## src/rtl/mem_port_arbiter.sv

```systemverilog
// Arbitrates a single memory port between an instruction-fetch requester and a
// data requester. Data normally wins, but a fetch that has watched MAX_STREAK
// data grants in a row is served next. Every access is guarded by a wait-state
// timeout that aborts the transaction with a bus error.
module mem_port_arbiter #(
  parameter int MAX_STREAK = 4,
  parameter int TIMEOUT    = 255
) (
  input  logic        clk,
  input  logic        reset,
  input  logic        if_req,
  input  logic [31:0] if_addr,
  output logic        if_ack,
  output logic [31:0] if_rdata,
  input  logic        dm_req,
  input  logic [1:0]  dm_we,
  input  logic [31:0] dm_addr,
  input  logic [31:0] dm_wdata,
  output logic        dm_ack,
  output logic [31:0] dm_rdata,
  output logic        mem_req,
  output logic [1:0]  mem_we,
  output logic [31:0] mem_addr,
  output logic [31:0] mem_wdata,
  input  logic        mem_ack,
  input  logic [31:0] mem_rdata,
  output logic        bus_err
);

  localparam int SW = (MAX_STREAK < 1) ? 1 : $clog2(MAX_STREAK + 1);
  localparam logic [SW-1:0] STREAK_LIM = SW'(MAX_STREAK);
  localparam logic [SW-1:0] STREAK_ONE = SW'(1);
  localparam logic [7:0]    TMO_LIM    = 8'(TIMEOUT);

  typedef enum logic [1:0] {
    IDLE    = 2'd0,
    BUSY_IF = 2'd1,
    BUSY_DM = 2'd2
  } state_t;

  state_t        state_q, state_d;
  logic [SW-1:0] streak_q, streak_d;
  logic [7:0]    tmo_q, tmo_d;
  logic          memReq_q, memReq_d;
  logic [1:0]    memWe_q, memWe_d;
  logic [31:0]   memAddr_q, memAddr_d;
  logic [31:0]   memWdata_q, memWdata_d;

  logic busy;
  logic tmoHit;
  logic done;
  logic grantDm;
  logic grantIf;

  // Completion/abort detection for the access in flight and the idle-time grant decision
  always_comb begin
    busy    = (state_q != IDLE);
    tmoHit  = busy && !mem_ack && (tmo_q == TMO_LIM);
    done    = busy && (mem_ack || tmoHit);
    grantDm = (state_q == IDLE) && dm_req && (!if_req || (streak_q != STREAK_LIM));
    grantIf = (state_q == IDLE) && if_req && !grantDm;
  end

  // Next-state values; the memory-side bus is only loaded on a grant so it stays
  // stable for the whole access no matter what the requesters do meanwhile
  always_comb begin
    state_d    = state_q;
    streak_d   = streak_q;
    tmo_d      = tmo_q;
    memReq_d   = memReq_q;
    memWe_d    = memWe_q;
    memAddr_d  = memAddr_q;
    memWdata_d = memWdata_q;
    if (grantDm) begin
      state_d    = BUSY_DM;
      memReq_d   = 1'b1;
      memWe_d    = dm_we;
      memAddr_d  = dm_addr;
      memWdata_d = dm_wdata;
      tmo_d      = 8'd0;
      if (!if_req) begin
        streak_d = '0;
      end else if (streak_q != STREAK_LIM) begin
        streak_d = streak_q + STREAK_ONE;
      end
    end else if (grantIf) begin
      state_d    = BUSY_IF;
      memReq_d   = 1'b1;
      memWe_d    = 2'b00;
      memAddr_d  = if_addr;
      memWdata_d = 32'd0;
      tmo_d      = 8'd0;
      streak_d   = '0;
    end else if (busy) begin
      if (done) begin
        state_d  = IDLE;
        memReq_d = 1'b0;
      end else begin
        tmo_d = tmo_q + 8'd1;
      end
    end
  end

  // Arbiter state and registered memory-side outputs
  always_ff @(posedge clk or negedge reset) begin
    if (!reset) begin
      state_q    <= IDLE;
      streak_q   <= '0;
      tmo_q      <= 8'd0;
      memReq_q   <= 1'b0;
      memWe_q    <= 2'b00;
      memAddr_q  <= 32'd0;
      memWdata_q <= 32'd0;
    end else begin
      state_q    <= state_d;
      streak_q   <= streak_d;
      tmo_q      <= tmo_d;
      memReq_q   <= memReq_d;
      memWe_q    <= memWe_d;
      memAddr_q  <= memAddr_d;
      memWdata_q <= memWdata_d;
    end
  end

  // Requester acks are combinational from the memory ack so completion costs no extra cycle
  always_comb begin
    if_ack    = done && (state_q == BUSY_IF);
    dm_ack    = done && (state_q == BUSY_DM);
    if_rdata  = (if_ack && mem_ack) ? mem_rdata : 32'd0;
    dm_rdata  = (dm_ack && mem_ack) ? mem_rdata : 32'd0;
    bus_err   = tmoHit;
    mem_req   = memReq_q;
    mem_we    = memWe_q;
    mem_addr  = memAddr_q;
    mem_wdata = memWdata_q;
  end

endmodule

```

## config.mk

```make
export PLATFORM = sky130hd
export DESIGN_NAME = mem_port_arbiter
export DESIGN_NICKNAME = d
export VERILOG_FILES = /design/src/rtl/mem_port_arbiter.sv
export SDC_FILE = /design/constraint.sdc
export NUM_CORES = 1
export LEC_CHECK = 0
export BUFFER_PORTS_ARGS = -buffer_cell sky130_fd_sc_hd__clkbuf_2
export CORE_AREA = 10 10 112 114
export DETAILED_ROUTE_END_ITERATION = 6
export DIE_AREA = 0 0 122 124
export HOLD_SLACK_MARGIN = 0.06
export PLACE_DENSITY = 0.87
export SLEW_MARGIN = 20
export SYNTH_ARGS = -nofsm -noshare
export SYNTH_HDL_FRONTEND = slang
export SYNTH_SLANG_ARGS = --single-unit
```

## constraint.sdc

```tcl
create_clock -name clk -period 2 [get_ports clk]
set_input_delay 0.4 -clock clk [delete_from_list [all_inputs] [get_ports clk]]
set_output_delay 0.4 -clock clk [all_outputs]
set_load 0.02 [all_outputs]
```

Word level (Yosys, flattened, before mapping) --
Cells that the tools add are included. W data, S select, Z words.
Word-level totals: logic and storage cells 63, memories 0, output and inout port bits 134, bits in writable memories 0, register bits 80, bits in latches 0, ROM bits 0
Cells by class: multiply operators 0, bitwise operators 0, shift operators 0, div/mod/pow operators 0, $add $sub $neg 2, equality and inequality tests 6, reduce and logical (&&, ||, !) cells 24, magnitude comparators 0, multiplexer cells 24
Operators by type and width (number):
- $mux W32 | 6
- $mux W8 | 4
- $mux W2 | 6
- $mux W3 | 4
- $logic_and A1 B1 Y1 | 11
- $add A8 B1 Y8 const B | 1
- $eq A8 B8 Y1 const B | 1
- $reduce_and A2 Y1 | 3
- $reduce_bool A3 Y1 | 2
- $mux W1 | 4
- $reduce_bool A2 Y1 | 2
- $add A3 B1 Y3 const B | 1
- $logic_not A1 Y1 | 3
- $ne A3 B1 Y1 const B | 1
- $ne A3 B2 Y1 const B | 1
- $ne A3 B3 Y1 const B | 1
- $eq A2 B1 Y1 const B | 1
- $eq A2 B2 Y1 const B | 1
- $logic_not A2 Y1 | 1
- $logic_or A1 B1 Y1 | 2

Depth between registers and ports, before layout --
Gate-level depths: netlist (run 1).
word-level depth 9, depth in mapped cells 6, gate-level depth less buffers 5

Least setup slack after synthesis (run 1) --
No wires, ideal clock.
kind reg2out, start register tmo_q[0], end output dm_ack, required time 1600 ps, arrival 1495 ps, setup slack 105 ps, stages on the path, launching flop included 5, cell sequence dfrtp_1 ha_1 and3_1 a21oi_1 nor3b_1
Between the ends: longest elaborated chain between the ends 5
Ends and longest elaborated chain:
- start: declaration | RTL line 43 | logic [7:0] tmo_q, tmo_d;
- start signal: assignment | RTL line 117 | tmo_q <= tmo_d;
- $eq A8 B8 Y1 | RTL line 58 | tmoHit = busy && !mem_ack && (tmo_q == TMO_LIM);
- $logic_and A1 B1 Y1 | RTL line 58
- $logic_or A1 B1 Y1 | RTL line 59 | done = busy && (mem_ack || tmoHit);
- $logic_and A1 B1 Y1 | RTL line 59
- $logic_and A1 B1 Y1 | RTL line 128 | dm_ack = done && (state_q == BUSY_DM);
- end: declaration | RTL line 19 | output logic dm_ack,
Every way passes these cells.

Worst setup path in the final report (run 1) --
Ends and elaborated chain as after synthesis.

==> flow_metrics.env, run 1 <==
export IMPL_setup_viol=0
export IMPL_fin_crit_ns=1.98
export IMPL_wl_per_cell_um=19.2
export IMPL_critPathLaunchType="flip-flop"
export IMPL_reg2reg_to="mem_addr[22]"
export IMPL_synthSimpleGateAreaFrac_pct=18.2
export IMPL_synth_cell_types=39
export IMPL_synth_cells=369
export IMPL_syn_area_per_cell_um2=11.8
export IMPL_synthMuxAreaShare_pct=26.4
export IMPL_core_rowCount=37
export IMPL_ys_flop_type="dfrtp_1"
export IMPL_yosysTopAreaCell="dfrtp_1"
export IMPL_synthArstFlopShare_pct=100
export IMPL_leakage_nw=3.28
export IMPL_end_kind="primary output"
export IMPL_clk_pin_slew_ns=0.09
export IMPL_cts_root_buffer="clkbuf_8"
export IMPL_drive_above_1_share_pct=64.7
export IMPL_io_pins=269
export IMPL_finalHoldViolations=0
export IMPL_wl_um=15200
export IMPL_multi_input_area_mm2=0.00223
export IMPL_crit_fanout=5
export IMPL_syn_area_mm2=0.00434
export IMPL_ff2ff_path_depth=5
export IMPL_cp_slowest_cell="dfrtp_1"
export IMPL_power_density_mw_per_mm2=1470
export IMPL_synth_edf_count=0
export IMPL_synth_warnings=0
export IMPL_ys_top_cells_by_area="dfrtp_1 46%, mux2_2 25%, and2_1 9.2%"
export IMPL_drc=0
export IMPL_start_util_pct=42.4
export IMPL_utilization_pct=61.4
export IMPL_period_share_pct=98.9
export IMPL_clk_latency_ns=0.36
export IMPL_fillers=843
export IMPL_status="completed"
export IMPL_worstHoldPathType="in2reg"
export IMPL_max_stage_delay_ns=0.37
export IMPL_grt_overflow=0
export IMPL_finalSetupTns_ns=0
export IMPL_synthXorXnorAreaFrac_pct=0.202
export IMPL_ff_latch_area_mm2=0.00200
export IMPL_core_area_mm2=0.0102
export IMPL_synth_adder_area_share_pct=0.865
export IMPL_die_height_um=124
export IMPL_grt_pass1_vias=4327
export IMPL_cts_max_path_buffers=2
export IMPL_gp_congestion=0.912
export IMPL_synth_top_family_by_area="multiplexers"
export IMPL_via_count=3912
export IMPL_min_delay_path_depth=2
export IMPL_worstPathArrival_ns=1.58
export IMPL_critPathKind="reg2out"
export IMPL_timing_slew_headroom_pct=70.3
export IMPL_die_w_um=122
export IMPL_syn_to_final_growth_pct=44.9
export IMPL_ir_worst_vdd_mv=0.763
export IMPL_antenna_found_initial=5
export IMPL_cts_tree="yes"
export IMPL_drv_slew=0
export IMPL_grt_pass1_wl_um=22400
export IMPL_final_nets=783
export IMPL_synthesis_nets=507
export IMPL_io_buffers=268
export IMPL_synth_top_area_share_pct=46.1
export IMPL_ys_seq_elements=80
export IMPL_seq_area_frac_synth_pct=46.1
export IMPL_worst_slew_pin_transition_ns=0.444
export IMPL_rsz0062_at_grt="yes"
export IMPL_synth_compound_area_share_pct=4.50
export IMPL_cts_buffers_inserted=9
export IMPL_crit_chain="ha_2, and3_4, a21oi_4, nor3b_2, buf_4"
export IMPL_h_tree_depth=3
export IMPL_cap_violations=0
export IMPL_r2r_slack_ns=0.07
export IMPL_die_area_mm2=0.0151
export IMPL_drt_pass1_iterations=4
export IMPL_holdCritStartpoint="dm_addr[10]"
export IMPL_crit_required_ns=1.60
export IMPL_skew_ns=0.00762
export IMPL_yosysMostFrequentCell="mux2_2"
export IMPL_fmax_ghz=0.505
export IMPL_cts_sinks=80
export IMPL_grtUsageTotal_pct=18.8
export IMPL_ys_top_cells_by_count="98 x mux2_2, 80 x dfrtp_1, 64 x and2_1, 34 x nor2b_1, 9 x buf_2"
export IMPL_drt_iter0_drc=174
export IMPL_ant_nets=0
export IMPL_grt_max_degree=41
export IMPL_via_per_inst=4.95
export IMPL_dp_hpwl_um=12300
export IMPL_r2r_start="state_q[0]"
export IMPL_hold_end="mem_addr[10]"
[sequential cells by signal, summed over array words and instances, names as in the netlist]
register	cells
streak_q	3
state_q	2
mem_we	2
mem_addr	32
mem_wdata	32
mem_req	1
tmo_q	8
[cells in the final DEF (no fill, tap or decap), types with 2 or more instances in the layout]
master / Yosys / routed
and2_1: 64 / 61
nor4_1: 2 / 2
o31ai_1: 2 / 2
buf_12: 0 / 6
mux2i_1: 4 / 4
nor2_1: 2 / 2
and3b_2: 0 / 2
buf_2: 9 / 35
a211oi_1: 6 / 6
nand3_1: 4 / 4
nor2b_1: 34 / 34
a41oi_1: 2 / 2
mux2_2: 98 / 98
buf_6: 4 / 2
a21oi_1: 4 / 3
clkbuf_8: 0 / 10
clkbuf_2: 0 / 215
bufinv_16: 0 / 2
o21ai_0: 7 / 7
nor3b_2: 0 / 2
inv_1: 6 / 6
nor3_1: 4 / 3
and2_4: 0 / 3
diode_2: 0 / 6
ha_1: 3 / 2
nand2_1: 4 / 4
dfrtp_1: 80 / 78
dfrtp_2: 0 / 2
buf_4: 3 / 29
[worst max path at each step]
stage / start / to / slack, ns / cells past startpoint
2_1_floorplan: tmo_q[0] / dm_ack / 0.10 / 4
3_3_place_gp: tmo_q[0] / if_ack / 0.18 / 5
3_5_place_dp: tmo_q[0] / dm_ack / 0.14 / 5
4_1_cts: tmo_q[0] / dm_ack / -0.01 / 5
5_1_grt: tmo_q[0] / if_ack / -0.06 / 5
6_report: tmo_q[0] / dm_ack / 0.02 / 5
[where the power goes]
part           internal (mW)  switching (mW)
Clock                  0.730           0.596
Combinational           2.38            2.74
Sequential              2.38           0.415
[per-stage QoR]
stage | setup slack, ns | hold WS (ns) | power (mW) | instances | area (um2)
after detailed placement | 0.143 | 0.376 | 7.84 | 761 | 5880
after global routing | -0.0557 | 0.248 | 9.84 | 791 | 6280
final | 0.0212 | 0.269 | 9.24 | 791 | 6280
after global placement | 0.178 | 0.366 | 7.61 | 761 | 5880
after floorplan | 0.105 | 0.104 | 6.16 | 369 | 4340
after CTS | -0.00992 | 0.244 | 9.33 | 784 | 6220
[cells by family after synthesis]
kind of cell / count (synthesis)
DFF: 80
and+or+nand+nor: 126
xor gates and xnor gates: 1
adders and majority gates: 3
muxes: 102
buffers and inverters: 29
AOI/OAI and AO/OA: 28
[timing repair]
item                                   CTS  global route
setup endpoints to repair               67            61
pin swaps                                3             1
buffers inserted                         7             1
hold buffers                             1             0
endpoints found under the hold margin   30             0
resized for setup                       19            70
cloned                                   0             0
[routing by layer]
layer,up-vias,global-route usage [%],share of wire (%)
li1,1831,-,-
met1,1839,17.9,34
met2,217,33.1,52
met3,25,8.28,12
met4,0,11.3,3.0
met5,-,0,0
[critical path, delay by kind of cell, from the launching register on]
kind	cells	cell delay, ns
AO/OA/AOI/OAI	1	0.07
adder cells (fa/ha/maj)	1	0.21
buffers and inverters	1	0.17
flip-flops	1	0.37
AND/OR/NAND/NOR	2	0.40
[final cells by class]
cell class,count,share of cell area (%)
inverters,6,0.358
clock buffers,10,2.19
diodes,6,0.239
flip-flops and latches,80,31.9
well taps,136,2.71
multi-input cells,260,35.5
repair buffers,288,25.8
clock inverters,5,1.29
(Power assumes the default switching activity.)
==> run 2, diff against run 1 <==
Settings changed: ABC_CLOCK_PERIOD_IN_PS set to 2000, CORE_AREA 10 10 112 114 to 10 10 110 112, CTS_BUF_LIST set to sky130_fd_sc_hd__clkbuf_2, CTS_CLUSTER_SIZE set to 30, DIE_AREA 0 0 122 124 to 0 0 120 122, PLACE_DENSITY 0.87 to 0.9.
==> run 2 against run 1 <==
The run now ends with negative setup slack left; global-route usage rose by 4.8 points; die area is 3.2% lower; sequential power is 2% higher; count of clock-buffer cells in the layout is the same; non-clock buffer count up 75; critical endpoint is now dm_rdata[12]; largest power group unchanged.
==> flow_metrics.env, run 2 (same netlist as run 1, synthesis figures left out) <==
export IMPL_finalHoldViolations=0
export IMPL_final_nets=858
export IMPL_setup_viol=85
export IMPL_io_buffers=268
export IMPL_grt_pass1_vias=4834
export IMPL_power_density_mw_per_mm2=1330
export IMPL_final_common_cell="clkbuf_2"
export IMPL_crit_fanout=32
export IMPL_drive_above_1_share_pct=60.6
export IMPL_timing_slew_headroom_pct=63.6
export IMPL_setup_ws_ns=-0.223
export IMPL_crit_chain="and3b_2, buf_12, and2_1, clkbuf_8"
export IMPL_worst_slew_pin_transition_ns=0.540
export IMPL_status="finished with violations"
export IMPL_core_rowCount=37
export IMPL_violations="negative setup slack"
export IMPL_fmax_ghz=0.450
export IMPL_wl_um=20200
export IMPL_place_inst=759
export IMPL_die_height_um=122
export IMPL_drt_pass1_iterations=5
export IMPL_worstHoldPathType="in2reg"
export IMPL_core_area_mm2=0.0100
export IMPL_io_pins=269
export IMPL_ff2ff_path_depth=8
export IMPL_dp_hpwl_um=11600
export IMPL_worstPathArrival_ns=1.82
export IMPL_wl_per_cell_um=23.3
export IMPL_fin_crit_ns=2.22
export IMPL_finalSetupTns_ns=-12.89
export IMPL_ant_nets=0
export IMPL_start_util_pct=43.2
export IMPL_grt_max_degree=55
export IMPL_drv_slew=0
export IMPL_cts_max_path_buffers=2
export IMPL_die_area_mm2=0.0146
export IMPL_critPathLaunchType="flip-flop"
export IMPL_syn_to_final_growth_pct=76.4
export IMPL_fillers=572
export IMPL_min_delay_path_depth=2
export IMPL_via_per_inst=5.22
export IMPL_cts_root_buffer="clkbuf_2"
export IMPL_drc=0
export IMPL_grt_overflow=0
export IMPL_clk_latency_ns=0.54
export IMPL_grt_pass1_wl_um=27500
export IMPL_grtUsageTotal_pct=23.6
export IMPL_cts_tree="yes"
export IMPL_r2r_slack_ns=-0.10
export IMPL_gp_congestion=0.869
export IMPL_leakage_nw=3.85
export IMPL_multi_input_area_mm2=0.00240
export IMPL_holdCritStartpoint="dm_wdata[12]"
export IMPL_fin_total_pwr_mw=10.1
export IMPL_ir_worst_vdd_mv=0.830
export IMPL_hold_end="mem_wdata[12]"
export IMPL_cts_buffers_inserted=9
export IMPL_final_cell_mix="210 x clkbuf_2, 76 x dfrtp_1, 63 x mux2_2"
export IMPL_clk_pin_slew_ns=0.25
export IMPL_r2r_start="state_q[0]"
export IMPL_antenna_found_initial=4
export IMPL_cp_slowest_cell="dfrtp_2"
export IMPL_fin_cells=865
export IMPL_critPathKind="reg2out"
export IMPL_ff_latch_area_mm2=0.00201
export IMPL_max_stage_delay_ns=0.49
export IMPL_cap_violations=0
export IMPL_die_w_um=120
export IMPL_reg2reg_to="mem_addr[1]"
export IMPL_end_kind="primary output"
export IMPL_drt_iter0_drc=452
export IMPL_via_count=4517
export IMPL_period_share_pct=111
export IMPL_cts_sinks=80
export IMPL_h_tree_depth=3
export IMPL_rsz0062_at_grt="yes"
export IMPL_skew_ns=0.0383
export IMPL_crit_required_ns=1.60
==> run 2: cell types whose count changed in the layout (fill, tap and decap cells not counted), moves of 4 or more <==
| cell | change |
|---|---|
| buf_4 | -5 |
| mux2_4 | +35 |
| buf_2 | -35 |
| mux2_2 | -35 |
| dlygate4sd3_1 | +60 |
| buf_8 | +4 |
| buf_6 | +6 |
| clkbuf_8 | +48 |
| clkbuf_2 | -5 |
==> run 2: cell type report <==
class / count / area share, %
clock inverters: 6 / 1.10
clock buffers: 10 / 0.654
multi-input cells: 260 / 31.3
well taps: 136 / 2.22
flip-flops and latches: 80 / 26.2
diodes: 4 / 0.131
inverters: 6 / 0.294
repair buffers: 363 / 38.0
==> run 2: repair_timing <==
action / CTS / global route
gates resized for setup: 152 / 66
hold endpoints to repair: 93 / 2
cloned: 0 / 3
buffers inserted: 15 / 7
endpoints found under the setup margin: 67 / 112
pin swaps: 6 / 4
hold buffers: 59 / 2
==> run 2: where the power goes <==
group          switching (mW)  internal (mW)  total [mW]
combinational            3.17           3.12        6.29
sequential              0.480           2.38        2.85
clock                   0.587          0.412        1.00
total                    4.24           5.91        10.1
==> run 2: critical path: cells and delay by family, from the launching register on <==
kind	cells	cell delay (ns)
flip-flops	1	0.49
AND/OR/NAND/NOR	2	0.45
buffers and inverters	2	0.33
==> run 2: worst max-delay path by stage <==
stage | startpoint | slack (ns) | end | cells past startpoint
2_1_floorplan | tmo_q[0] | 0.10 | dm_ack | 4
3_3_place_gp | if_req | 0.16 | mem_addr[18] | 5
3_5_place_dp | if_req | 0.13 | mem_addr[18] | 5
4_1_cts | tmo_q[1] | -0.19 | dm_ack | 5
5_1_grt | state_q[0] | -0.30 | dm_rdata[10] | 4
6_report | state_q[0] | -0.22 | dm_rdata[12] | 4
==> run 2: metrics by stage <==
step	utilization [%]	hold WS (ns)	worst slack, ns	cell area, um2
2_1_floorplan	-	0.104	0.105	4340
3_3_place_gp	58.0	0.380	0.162	5830
3_5_place_dp	58.0	0.388	0.131	5830
4_1_cts	72.7	0.0605	-0.190	7310
5_1_grt	76.2	0.0679	-0.305	7650
6_report	76.2	0.115	-0.223	7650
==> run 2: metal layers <==
layer | up-vias | routed length [um] | GRT usage, % | part of all wire [%]
li1 | 1980 | - | - | -
met1 | 2173 | 6970 | 24.0 | 35
met2 | 295 | 10700 | 44.7 | 53
met3 | 69 | 1620 | 6.75 | 8.0
met4 | 0 | 879 | 9.50 | 4.4
met5 | - | 0 | 0 | 0
==> run 3, diff against run 2 <==
Settings changed: CELL_PAD_IN_SITES_DETAIL_PLACEMENT set to 0, CELL_PAD_IN_SITES_GLOBAL_PLACEMENT set to 1, CORE_AREA 10 10 110 112 to 10 10 128 130, DIE_AREA 0 0 120 122 to 0 0 138 140, PLACE_DENSITY 0.9 to 0.88.
==> run 3 against run 2 <==
The run still ends with negative setup slack left; critical path depth is 1 higher; sequential power shrank 1%; global-route usage down 7.4 points; wire length decreased by 19%; design area down 1.9%; power down 7.0%; combinational power down 10%; first-iteration DRC count fell by 79%; maximum frequency up 4.5%; largest power group unchanged.
==> flow_metrics.env, run 3 (same netlist as run 1, synthesis figures left out) <==
export IMPL_final_nets=857
export IMPL_antenna_found_initial=2
export IMPL_grt_pass1_vias=4844
export IMPL_worstPathArrival_ns=1.73
export IMPL_worst_slew_pin_transition_ns=0.589
export IMPL_io_buffers=268
export IMPL_die_height_um=140
export IMPL_critPathLaunchType="flip-flop"
export IMPL_ir_worst_vdd_mv=0.765
export IMPL_fin_crit_ns=2.13
export IMPL_setup_viol=67
export IMPL_wl_um=16400
export IMPL_p_int_mw=5.55
export IMPL_cts_max_path_buffers=2
export IMPL_crit_fanout=3
export IMPL_grt_overflow=0
export IMPL_gp_congestion=0.939
export IMPL_critPathKind="reg2out"
export IMPL_hold_end="mem_addr[19]"
export IMPL_grt_max_degree=55
export IMPL_cts_sinks=80
export IMPL_ant_nets=0
export IMPL_grt_use_met1_pct=16.5
export IMPL_p_sw_share_pct=41.2
export IMPL_dp_slack_ns=0.145
export IMPL_final_cell_mix="211 x clkbuf_2, 98 x mux2_2, 78 x dfrtp_1"
export IMPL_grt_pass1_wl_um=26100
export IMPL_drt_iter0_drc=97
export IMPL_clk_pin_slew_ns=0.22
export IMPL_start_util_pct=31.5
export IMPL_end_kind="primary output"
export IMPL_violations="negative setup slack"
export IMPL_cts_buffers_inserted=9
export IMPL_skew_ns=0.0404
export IMPL_setup_ws_ns=-0.128
export IMPL_combPwrFrac_pct=59.8
export IMPL_cts_root_buffer="clkbuf_2"
export IMPL_r2r_start="state_q[1]"
export IMPL_core_area_mm2=0.0138
export IMPL_drive_above_1_share_pct=61.5
export IMPL_ff2ff_path_depth=5
export IMPL_cts_tree="yes"
export IMPL_worstHoldPathType="in2reg"
export IMPL_utilization_pct=54.5
export IMPL_min_delay_path_depth=3
export IMPL_syn_to_final_growth_pct=73.0
export IMPL_finalHoldViolations=0
export IMPL_use_met2_pct=28.7
export IMPL_via_per_inst=4.70
export IMPL_timing_slew_headroom_pct=60.8
export IMPL_drv_slew=0
export IMPL_sequentialPowerShare_pct=29.8
export IMPL_grtUsageTotal_pct=16.3
export IMPL_p_sw_mw=3.89
export IMPL_finalSetupTns_ns=-4.74
export IMPL_dp_hpwl_um=11500
export IMPL_drt_pass1_iterations=4
export IMPL_hold_ws_ns=0.217
export IMPL_die_area_mm2=0.0193
export IMPL_crit_required_ns=1.60
export IMPL_rsz0062_at_grt="yes"
export IMPL_clkPwrFrac_pct=10.4
export IMPL_final_common_cell="clkbuf_2"
export IMPL_holdCritStartpoint="if_addr[19]"
export IMPL_leakage_nw=3.70
export IMPL_r2r_slack_ns=0.11
export IMPL_status="finished with violations"
export IMPL_clk_latency_ns=0.52
export IMPL_drc=0
export IMPL_met3_usage_pct=7.61
export IMPL_via_count=4255
export IMPL_io_pins=269
export IMPL_period_share_pct=106
export IMPL_h_tree_depth=3
export IMPL_cap_violations=0
export IMPL_die_w_um=138
export IMPL_fmax_ghz=0.470
export IMPL_power_density_mw_per_mm2=1260
export IMPL_core_rowCount=43
export IMPL_reg2reg_to="mem_addr[29]"
export IMPL_wl_per_cell_um=18.1
export IMPL_grt_busiest_layer="met2"
## run 3: cell count changes in the layout (fill, tap and decap cells not counted), sizes merged
| cell | before | now |
|---|---|---|
| clkbuf | 270 | 252 |
| clkinv | 3 | 2 |
| diode | 4 | 2 |
| dlygate4sd3 | 61 | 68 |
| buf | 42 | 53 |
## run 3: critical path, stage by stage, from the launching register on
cell and delay [ns]:
dfrtp_1 0.46, ha_4 0.19, and3_4 0.19, a21oi_4 0.17, nor3b_2 0.06, buf_4 0.16
## run 3: repair_timing
action | 4_1_cts | 5_1_grt
pin swaps | 1 | 6
hold buffers | 67 | 1
resized for setup | 126 | 64
gates cloned | 0 | 1
setup buffers | 11 | 1
setup endpoints to repair | 67 | 67
endpoints found under the hold margin | 106 | 1
## run 3: power by group through the flow
stage | Sequential [mW] | Clock, mW | Combinational [mW]
4_1_cts | 2.80 | 1.05 | 5.52
6_report | 2.81 | 0.981 | 5.64
3_5_place_dp | 2.86 | 0 | 5.01
3_3_place_gp | 2.79 | 0 | 4.87
5_1_grt | 2.91 | 1.11 | 6.05
2_1_floorplan | 3.63 | 0 | 2.53
## run 3: worst max-delay path by stage
stage | startpoint | to | slack, ns | cells after the start
finish | tmo_q[0] | dm_ack | -0.13 | 5
global placement | if_req | mem_addr[7] | 0.17 | 5
detailed placement | if_req | mem_addr[6] | 0.15 | 5
global route | tmo_q[0] | dm_ack | -0.29 | 5
CTS | tmo_q[0] | dm_ack | -0.21 | 5
floorplan | tmo_q[0] | dm_ack | 0.10 | 4
## run 3: final cells by class
class	instances	area (um2)
clock inverters	5	81.3
repair buffers	362	2820
well taps	180	225
clock buffers	11	55.1
fillers	1114	6270
diodes	2	5.00
flip-flops and latches	80	2000
multi-input cells	260	2290
inverters	6	22.5
## run 3: per-stage QoR
| stage | instance area [um2] | cells | power, mW |
|---|---|---|---|
| after floorplan | 4340 | 369 | 6.16 |
| after global placement | 5940 | 807 | 7.66 |
| after detailed placement | 5940 | 807 | 7.87 |
| after CTS | 7360 | 901 | 9.36 |
| after global routing | 7510 | 906 | 10.1 |
| final | 7510 | 906 | 9.43 |
## run 3: layer usage
| metal | vias to the layer above | part of all wire [%] | wire (um) |
|---|---|---|---|
| met3 | 24 | 10 | 1660 |
| met4 | 0 | 2.3 | 379 |
| met1 | 2041 | 37 | 6110 |
| li1 | 1971 | - | - |
| met2 | 219 | 50 | 8230 |
| met5 | - | 0 | 0 |
